<file path="src/rtl/issue_scheduler_pkg.sv">
// Shared types and constants for the in-order issue scheduler.
//   ISSUE_QUEUE_ELEMENT : one decoded instruction waiting for issue
//   SB_REGS / REG_ZERO  : scoreboard size and the hard-wired zero register
package issue_scheduler_pkg;

    localparam int         SB_REGS  = 32;
    localparam logic [4:0] REG_ZERO = 5'd0;

    typedef enum logic [3:0] {
        OP_NOP   = 4'd0,
        OP_ADDIU = 4'd1,
        OP_ORI   = 4'd2,
        OP_ADDU  = 4'd3,
        OP_LW    = 4'd4,
        OP_SW    = 4'd5
    } op_e;

    typedef struct packed {
        op_e         op;
        logic [31:0] pc;
        logic        num1_need;
        logic [4:0]  num1_addr;
        logic [31:0] num1;
        logic        num2_need;
        logic [4:0]  num2_addr;
        logic [31:0] num2;
        logic        write_reg_need;
        logic [4:0]  write_reg_addr;
    } ISSUE_QUEUE_ELEMENT;

    // True when a writeback this cycle targets a real (non-zero) register a.
    function automatic logic wb_hit(input logic       wb_v,
                                    input logic [4:0] wb_a,
                                    input logic [4:0] a);
        return wb_v && (wb_a == a) && (a != REG_ZERO);
    endfunction

endpackage

</file>
<file path="src/rtl/issue_scoreboard.sv">
// Busy-bit scoreboard: one bit per architectural register, set when a writer
// issues and cleared when its writeback arrives.
//   clk, rst_n         : clock, synchronous active-low reset
//   set_en/set_addr    : mark register busy (issue of a writer)
//   clr_en/clr_addr    : mark register free (writeback)
//   lk_addr1/2, busy1/2: combinational lookups for the two source operands
module issue_scoreboard
    import issue_scheduler_pkg::*;
(
    input  logic       clk,
    input  logic       rst_n,
    input  logic       set_en,
    input  logic [4:0] set_addr,
    input  logic       clr_en,
    input  logic [4:0] clr_addr,
    input  logic [4:0] lk_addr1,
    input  logic [4:0] lk_addr2,
    output logic       busy1,
    output logic       busy2
);

    logic [SB_REGS-1:0] r_busy;

    always_ff @(posedge clk) begin
        if (!rst_n) begin
            r_busy <= '0;
        end else begin
            if (clr_en && (clr_addr != REG_ZERO))
                r_busy[clr_addr] <= 1'b0;
            // Placed after the clear so a same-cycle set (newer writer) wins.
            if (set_en && (set_addr != REG_ZERO))
                r_busy[set_addr] <= 1'b1;
        end
    end

    assign busy1 = r_busy[lk_addr1];
    assign busy2 = r_busy[lk_addr2];

endmodule

</file>
<file path="src/rtl/issue_scheduler.sv">
// In-order issue scheduler: circular FIFO of decoded elements; the head is
// released once both source operands are available, with operand values taken
// from the immediate, the writeback bypass or the register file.
//   enq_valid/enq_elem/enq_ready : decoder side
//   flush                        : discard all queued entries
//   rf_raddr*/rf_rdata*          : combinational register file reads (head)
//   wb_valid/wb_addr/wb_data     : writeback, clears scoreboard and bypasses
//   issue_valid/issue_elem/issue_ready : execute side
//   count                        : occupancy
module issue_scheduler
    import issue_scheduler_pkg::*;
#(
    parameter  int DEPTH = 8,
    localparam int PTR_W = $clog2(DEPTH)
) (
    input  logic               clk,
    input  logic               rst_n,
    input  logic               enq_valid,
    input  ISSUE_QUEUE_ELEMENT enq_elem,
    output logic               enq_ready,
    input  logic               flush,
    output logic [4:0]         rf_raddr1,
    output logic [4:0]         rf_raddr2,
    input  logic [31:0]        rf_rdata1,
    input  logic [31:0]        rf_rdata2,
    input  logic               wb_valid,
    input  logic [4:0]         wb_addr,
    input  logic [31:0]        wb_data,
    output logic               issue_valid,
    output ISSUE_QUEUE_ELEMENT issue_elem,
    input  logic               issue_ready,
    output logic [PTR_W:0]     count
);

    localparam logic [PTR_W:0] FULL = (PTR_W+1)'(DEPTH);

    ISSUE_QUEUE_ELEMENT r_mem [DEPTH];
    logic [PTR_W-1:0]   r_head;
    logic [PTR_W-1:0]   r_tail;
    logic [PTR_W:0]     r_count;

    ISSUE_QUEUE_ELEMENT w_head;
    logic               w_busy1, w_busy2;
    logic               w_ready1, w_ready2;
    logic [31:0]        w_val1, w_val2;
    logic               w_enq, w_iss;

    assign w_head    = r_mem[r_head];
    assign rf_raddr1 = w_head.num1_addr;
    assign rf_raddr2 = w_head.num2_addr;

    issue_scoreboard u_sb (
        .clk      (clk),
        .rst_n    (rst_n),
        .set_en   (w_iss && w_head.write_reg_need),
        .set_addr (w_head.write_reg_addr),
        .clr_en   (wb_valid),
        .clr_addr (wb_addr),
        .lk_addr1 (w_head.num1_addr),
        .lk_addr2 (w_head.num2_addr),
        .busy1    (w_busy1),
        .busy2    (w_busy2)
    );

    assign w_ready1 = !w_head.num1_need || (w_head.num1_addr == REG_ZERO) ||
                      !w_busy1 || (wb_valid && (wb_addr == w_head.num1_addr));
    assign w_ready2 = !w_head.num2_need || (w_head.num2_addr == REG_ZERO) ||
                      !w_busy2 || (wb_valid && (wb_addr == w_head.num2_addr));

    always_comb begin
        w_val1 = w_head.num1;
        if (w_head.num1_need) begin
            if (w_head.num1_addr == REG_ZERO)
                w_val1 = 32'd0;
            else if (wb_hit(wb_valid, wb_addr, w_head.num1_addr))
                w_val1 = wb_data;
            else
                w_val1 = rf_rdata1;
        end
    end

    always_comb begin
        w_val2 = w_head.num2;
        if (w_head.num2_need) begin
            if (w_head.num2_addr == REG_ZERO)
                w_val2 = 32'd0;
            else if (wb_hit(wb_valid, wb_addr, w_head.num2_addr))
                w_val2 = wb_data;
            else
                w_val2 = rf_rdata2;
        end
    end

    always_comb begin
        issue_elem      = w_head;
        issue_elem.num1 = w_val1;
        issue_elem.num2 = w_val2;
    end

    assign enq_ready   = (r_count != FULL);
    assign issue_valid = (r_count != '0) && w_ready1 && w_ready2 && !flush;
    assign w_enq       = enq_valid && enq_ready && !flush;
    assign w_iss       = issue_valid && issue_ready;
    assign count       = r_count;

    always_ff @(posedge clk) begin
        if (w_enq)
            r_mem[r_tail] <= enq_elem;
    end

    always_ff @(posedge clk) begin
        if (!rst_n || flush) begin
            r_head  <= '0;
            r_tail  <= '0;
            r_count <= '0;
        end else begin
            if (w_enq)
                r_tail <= r_tail + PTR_W'(1);
            if (w_iss)
                r_head <= r_head + PTR_W'(1);
            if (w_enq && !w_iss)
                r_count <= r_count + (PTR_W+1)'(1);
            else if (w_iss && !w_enq)
                r_count <= r_count - (PTR_W+1)'(1);
        end
    end

endmodule

</file>
<file path="config.mk">
export PLATFORM = sky130hd
export DESIGN_NAME = issue_scheduler
export DESIGN_NICKNAME = d
export VERILOG_FILES = /design/src/rtl/issue_scheduler_pkg.sv /design/src/rtl/issue_scoreboard.sv /design/src/rtl/issue_scheduler.sv
export SDC_FILE = /design/constraint.sdc
export NUM_CORES = 1
export LEC_CHECK = 0
export ABC_AREA = 0
export BUFFER_PORTS_ARGS = -buffer_cell sky130_fd_sc_hd__clkbuf_2
export CORE_MARGIN = 5
export CORE_UTILIZATION = 60
export DETAILED_ROUTE_END_ITERATION = 12
export GPL_ROUTABILITY_DRIVEN = 1
export PLACE_DENSITY_LB_ADDON = 0.1
export SLEW_MARGIN = 20
export SYNTH_ARGS = -nofsm -noshare
export SYNTH_HDL_FRONTEND = slang
export SYNTH_HIERARCHICAL = 1
export SYNTH_SLANG_ARGS = --single-unit
</file>
<file path="constraint.sdc">
create_clock -name clk -period 17.41 [get_ports clk]
set_clock_uncertainty 0.2 [all_clocks]
set_input_delay 3.482 -clock clk [delete_from_list [all_inputs] [get_ports clk]]
set_output_delay 3.482 -clock clk [all_outputs]
set_load 0.02 [all_outputs]
</file>
==> results of run 1 <==
## final cells by class
class                           instances  area (µm²)  area share
Clock buffer                          111        2480     0.05462
Timing Repair Buffer                  389        2143     0.04721
Multi-Input combinational cell        819        9662      0.2128
Sequential cell                       989       29260      0.6444
Inverter                                9       33.78   0.0007441
Clock inverter                         64       725.7     0.01598
Tap cell                              864        1081     0.02381
Antenna cell                            7       17.52   0.0003858
## metrics by stage
stage | std cells | power [mW]
floorplan | 1926 | 2.814
global placement | 3067 | 2.908
detailed placement | 3067 | 2.917
CTS | 3242 | 4.991
global route | 3247 | 5.116
finish | 3252 | 4.946
## how the worst max path moves through the flow
stage | slack [ns] | endpoint | cells after the start | startpoint
6_report | 7.83 | issue_valid | 14 | register
5_1_grt | 7.57 | issue_valid | 14 | register
4_1_cts | 7.54 | issue_valid | 10 | register
3_5_place_dp | 7.99 | issue_elem[44] | 9 | wb_addr[0]
3_3_place_gp | 8.16 | issue_elem[44] | 9 | wb_addr[0]
2_1_floorplan | 4.55 | r_mem[0][0] | 3 | enq_valid
## synth_stat cells (2+ instances only)
master / instances / share of area
a211oi_1: 6 / 0.0011
a21boi_0: 31 / 0.0059
a21o_1: 3 / 0.00057
a21oi_1: 12 / 0.0015
a22o_1: 4 / 0.00089
a22oi_1: 21 / 0.0040
a311o_1: 2 / 0.00051
and2_1: 8 / 0.0013
and2b_1: 2 / 0.00038
and3_1: 2 / 0.00032
buf_1: 19 / 0.0018
buf_12: 2 / 0.0010
buf_2: 10 / 0.0013
buf_4: 15 / 0.0029
buf_6: 6 / 0.0017
clkbuf_1: 57 / 0.0054
dfxtp_1: 45 / 0.023
edfxtp_1: 944 / 0.72
ha_1: 5 / 0.0016
inv_1: 9 / 0.00086
mux2_2: 45 / 0.013
mux2i_1: 196 / 0.050
mux4_2: 218 / 0.12
nand2_1: 63 / 0.0060
nand2b_1: 11 / 0.0017
nand3_1: 11 / 0.0014
nand3b_1: 6 / 0.0011
nand4_1: 2 / 0.00032
nand4b_1: 2 / 0.00044
nor2_1: 28 / 0.0027
nor2b_1: 9 / 0.0014
nor3_1: 4 / 0.00051
o21ai_0: 32 / 0.0041
o22ai_1: 65 / 0.010
or3_1: 2 / 0.00032
or3b_2: 2 / 0.00044
xnor2_1: 7 / 0.0016
xor2_1: 4 / 0.00089
## logic make-up after synthesis
family | Yosys count
compound gates | 183
xor+xnor | 11
fa+ha+maj | 6
buf+inv | 118
flops | 989
mux | 461
simple gates | 158
## routing by layer
layer	vias up	global-route usage
met5	-	0
met1	10602	0.3504
met3	158	0.05993
met2	787	0.3925
met4	12	0.07444
li1	8763	-
## report_power, final
group	leakage, nW	switching, mW	internal (mW)	total, mW
logic	4.64	0.148	0.0868	0.235
registers	8.89	0.00593	2.63	2.63
clock network	1.56	0.861	1.22	2.08
## registers in the layout (all words and copies together) (netlist names), named ones only
| name | flops |
|---|---|
| r_mem | 944 |
| r_tail | 3 |
| u_sb/r_busy | 32 |
| count | 4 |
| r_head | 3 |
## cells in the final DEF (no fill, tap or decap), types with 21 or more instances in the layout
master and instances:
mux4_2 218, o22ai_1 65, buf_4 22, nor2_1 22, clkbuf_16 97, clkbuf_2 358, edfxtp_1 944, a22oi_1 21
a21boi_0 31, mux2_2 45, dfxtp_1 42, nand2_1 63, o21ai_0 32, mux2i_1 196, clkinv_1 21
## critical path, stage by stage, from the launching register on
cell and delay (ns):
dfxtp_4 0.96, buf_4 0.66, nor2b_1 0.28, buf_4 0.25
a22oi_1 0.32, and2_1 0.93, mux2i_1 0.35, a22oi_1 0.10
nand4b_1 0.11, a21oi_1 0.06, a311o_1 0.37, inv_1 0.07
nor2_1 0.07, a221oi_4 0.43, clkbuf_2 0.24
==> reports/results.ini, run 1 <==
[detailed_routing]
wirelength_mm = 87.96
dr_wl_met2_mm = 43.00
vias = 20322
final_antenna_net_count = 0
routed_via_density = 6.249
first_pass_iters = 5
dr_wl_met3_mm = 6.864
wl_met1_mm = 35.77
top_layer_used = met5
drt_first_iter_violations = 1794
drc = 0
routedWlPerCell_um = 27.05

[floorplan]
ioPinCount = 359
coreArea_um2 = 65510
die_x_um = 266.3
die-area_um2 = 70930
rows = 94
start_util = 0.6018
die_h_um = 266.3

[power_and_ir_drop]
power.density_nw_per_um2 = 108.9
peakVddDrop_uv = 79.41
power.leakage_nw = 15.08

[global_routing]
grt_max_degree = 122
antenna_found_initial = 12
grt_pass1_wl_mm = 131.7
grtUsageTotal = 0.2474
first_global_vias = 21182
grt_overflow = 0

[timing]
setup_ws_ns = 7.828
finalMaxSlewViolations = 0
fin_crit_ns = 9.582
post-route-period-util = 0.5504
fin_tns_setup_ns = 0
hold_viol = 0
timing.hold.ws_ns = 0.2848
tightest_slew_ns = 1.112
finalSetupViolCount = 0
slew_headroom = 0.2587
rsz0062_at_grt = no
max_freq_mhz = 104.4

[synth]
synth_edf_count = 944
synth_compound_area_frac = 0.03110
synth_area_per_cell_um2 = 20.47
synthXorXnorAreaFrac = 0.002444
asyncSetResetFlopFracSynth = 0
synth.area.mux_share = 0.1880
yosysSeqAreaShare = 0.7419
synth_simple_gate_area_frac = 0.01955
synth_fp_nets = 2157
synth-adder-area-share = 0.002095
synth_cell_types = 54
synthCells = 1926
ys_warn_count = 6
ys.flop_type = edfxtp_1
syn-cell-area_um2 = 39430
synth_top_family_by_area = multiplexers
ys_ff_latch = 989

[cts]
cts_resized = 0
cts_buffers = 97
postCtsSetupBuffers = 0
hold_buffers = 0
ctsHtreeMaxLevel = 3
clock-sinks = 989
max-clock-path-buffers = 3
cts_tree = done
cts_root_buf = clkbuf_16
clk_pin_slew_worst_paths_ns = 0.06
clock_latency_ns = 0.65

[cells_and_area]
utilization = 0.6931
final_nets = 2536
nFillCells = 4139
finalInstanceArea_um2 = 45400
drive_above_1_share = 0.3415
synthToLayoutAreaGrowth_pct = 15.16

[worst_hold_path]
hold_path_depth = 2
hold_class = register to register
min_from = r_head[1]

[critical_path]
r2r_setup_slack_ns = 10.54
critPathKind = register to output pin
critPathMaxFanout = 45
r2r_end = count[3]
start_kind = register
r2r_cells = 22
worstPathArrival_ns = 5.90
end_kind = output pin
cp.required_ns = 13.73

[run_status]
outcome = completed

[place]
pre_cts_slack_ns = 7.991
dp.final_hpwl_mm = 49.52
dpl-instance-area_um2 = 42110
gp_congestion = 0.9038
io_buffers = 358

[flow_run]
drv_cap = 0

(Power assumes the default switching activity.)
==> run 2, diff against run 1 <==
--- a/config.mk
+++ b/config.mk
@@ -5,7 +5,7 @@
 export SDC_FILE = /design/constraint.sdc
 export NUM_CORES = 1
 export LEC_CHECK = 0
-export ABC_AREA = 0
+export ABC_AREA = 1
 export BUFFER_PORTS_ARGS = -buffer_cell sky130_fd_sc_hd__clkbuf_2
 export CORE_MARGIN = 5
 export CORE_UTILIZATION = 60
==> constraint.sdc (replaced) <==
create_clock -name clk -period 9.96 [get_ports clk]
set_clock_uncertainty 0.2 [all_clocks]
set_input_delay 1.992 -clock clk [delete_from_list [all_inputs] [get_ports clk]]
set_output_delay 1.992 -clock clk [all_outputs]
set_load 0.02 [all_outputs]
==> reports/results.ini, run 2 <==
[power_and_ir_drop]
power.leakage_nw = 17.05
peakVddDrop_uv = 216.6
power.density_nw_per_um2 = 189.5

[worst_hold_path]
hold_class = register to register

[synth]
synth_commonest_cells = edfxtp_1, nor2_1, nand2_1
synthCells = 3587
asyncSetResetFlopFracSynth = 0
ys_warn_count = 6
synth_area_leaders = edfxtp_1, o21ai_0, nor2_1
yosysSeqAreaShare = 0.7144
synth_top_area_share = 0.6924
ys.flop_type = edfxtp_1
syn-cell-area_um2 = 40940
yosysMostFrequentCell = edfxtp_1
synth_cell_types = 37
yosysTopAreaCell = edfxtp_1
synth_fp_nets = 3818
ys_ff_latch = 989
synth_edf_count = 944
synth_area_per_cell_um2 = 11.41

[global_routing]
antenna_found_initial = 14
grt_pass1_wl_mm = 166.2
grt_overflow = 0
grtUsageTotal = 0.2912
first_global_vias = 27834
grt_max_degree = 208

[timing]
post-route-period-util = 0.7655
hold_viol = 0
max_freq_mhz = 131.2
slew_headroom = 0.2712
fin_crit_ns = 7.625
finalSetupViolCount = 0
tightest_slew_ns = 1.093
setup_ws_ns = 2.335
fin_tns_setup_ns = 0
rsz0062_at_grt = no
finalMaxSlewViolations = 0

[detailed_routing]
drt_first_iter_violations = 2978
final_antenna_net_count = 0
routedWlPerCell_um = 22.88
vias = 28912
wirelength_mm = 110.1
first_pass_iters = 5
routed_via_density = 6.011
drc = 0

[cts]
max-clock-path-buffers = 3
postCtsSetupBuffers = 0
clock_latency_ns = 0.66
cts_buffers = 98
cts_resized = 0
clk_pin_slew_worst_paths_ns = 0.06
cts_tree = done
ctsHtreeMaxLevel = 3
clock-sinks = 989
hold_buffers = 0
cts_root_buf = clkbuf_16

[cells_and_area]
layout_commonest_cell = edfxtp_1
multi_input_area_um2 = 10080
synthToLayoutAreaGrowth_pct = 13.30
final_nets = 4078
nFillCells = 4855
drive_above_1_share = 0.1458
utilization = 0.6882
finalInstanceArea_um2 = 46380
regMostFlops = r_mem
regArea_um2 = 29260
final_cell_mix = edfxtp_1, nor2_1, nand2_1
layout.cells.non_filler = 4810
largest_reg_flops = 944

[run_status]
outcome = completed

[floorplan]
start_util = 0.6074
die_x_um = 271.2
ioPinCount = 359
coreArea_um2 = 67400
die-area_um2 = 73550
rows = 95
die_h_um = 271.2

[critical_path]
end_kind = output pin
start_kind = register
critPathMaxFanout = 77
cp.required_ns = 7.77
critPathKind = register to output pin
worstPathArrival_ns = 5.43

[place]
gp_congestion = 0.9300
io_buffers = 358
dpl-instance-area_um2 = 43120
dp_cells = 4618
dp.final_hpwl_mm = 61.75
pre_cts_slack_ns = 3.139

[flow_run]
drv_cap = 0

[run 2: kinds of logic after synthesis]
group           Yosys count  share of synthesized area
simple gates           1353                     0.1300
flops                   989                     0.7144
compound gates          854                     0.1121
buf+inv                 383                    0.04095
fa+ha+maj                 6                   0.002017
xor+xnor                  2                  0.0004280
[run 2: path summary, 6_finish.rpt]
check                       from              to  slack [ns]  cells after the start
hold reg to reg   u_sb/r_busy[0]  u_sb/r_busy[0]        0.27                      2
hold / removal    u_sb/r_busy[0]  u_sb/r_busy[0]        0.27                      2
setup reg to reg        register        count[3]        4.29                     30
setup / recovery        register  issue_elem[75]        2.34                     13
[run 2: final cells by class]
type                       instances  area share
tap                              873     0.02355
sequential                       989      0.6308
clock inverter                    61     0.01403
inverter                         155     0.01303
multi-input combinational       2215      0.2173
antenna                            8   0.0004316
timing repair buffer             388     0.04615
clock buffer                     121     0.05473
[run 2: critical path, cell delays in order, from the launching register on]
cell and delay [ns]:
dfxtp_4 0.87, inv_6 0.42, nor2_1 0.20, o21ai_0 0.12, nand2_1 0.11, nand2_1 0.05
nand2_1 0.61, nor2_1 0.13, nor2_2 0.19, nand3_4 0.41, nor2_4 0.87, o21ai_0 0.21
o21ai_0 0.25, clkbuf_2 0.20
[run 2: per-stage QoR]
step / total power, mW / hold slack, ns
6_report: 8.791 / 0.2658
5_1_grt: 9.084 / 0.2863
4_1_cts: 8.839 / 0.2695
3_5_place_dp: 5.261 / 0.2586
3_3_place_gp: 5.247 / 0.2619
2_1_floorplan: 5.015 / 0.2202
[run 2: metal layers]
layer | GRT usage | share of wire | wire length (µm)
met5 | 0 | 0.00078 | 86
met4 | 0.08636 | 0.027 | 3024
met3 | 0.05166 | 0.078 | 8557
met2 | 0.4729 | 0.48 | 52990
met1 | 0.4114 | 0.41 | 45410
[run 2: report_power, final]
part | internal [mW] | switching [mW]
registers | 4.59 | 0.0137
logic | 0.159 | 0.418
clock network | 2.06 | 1.55
total | 6.81 | 1.98
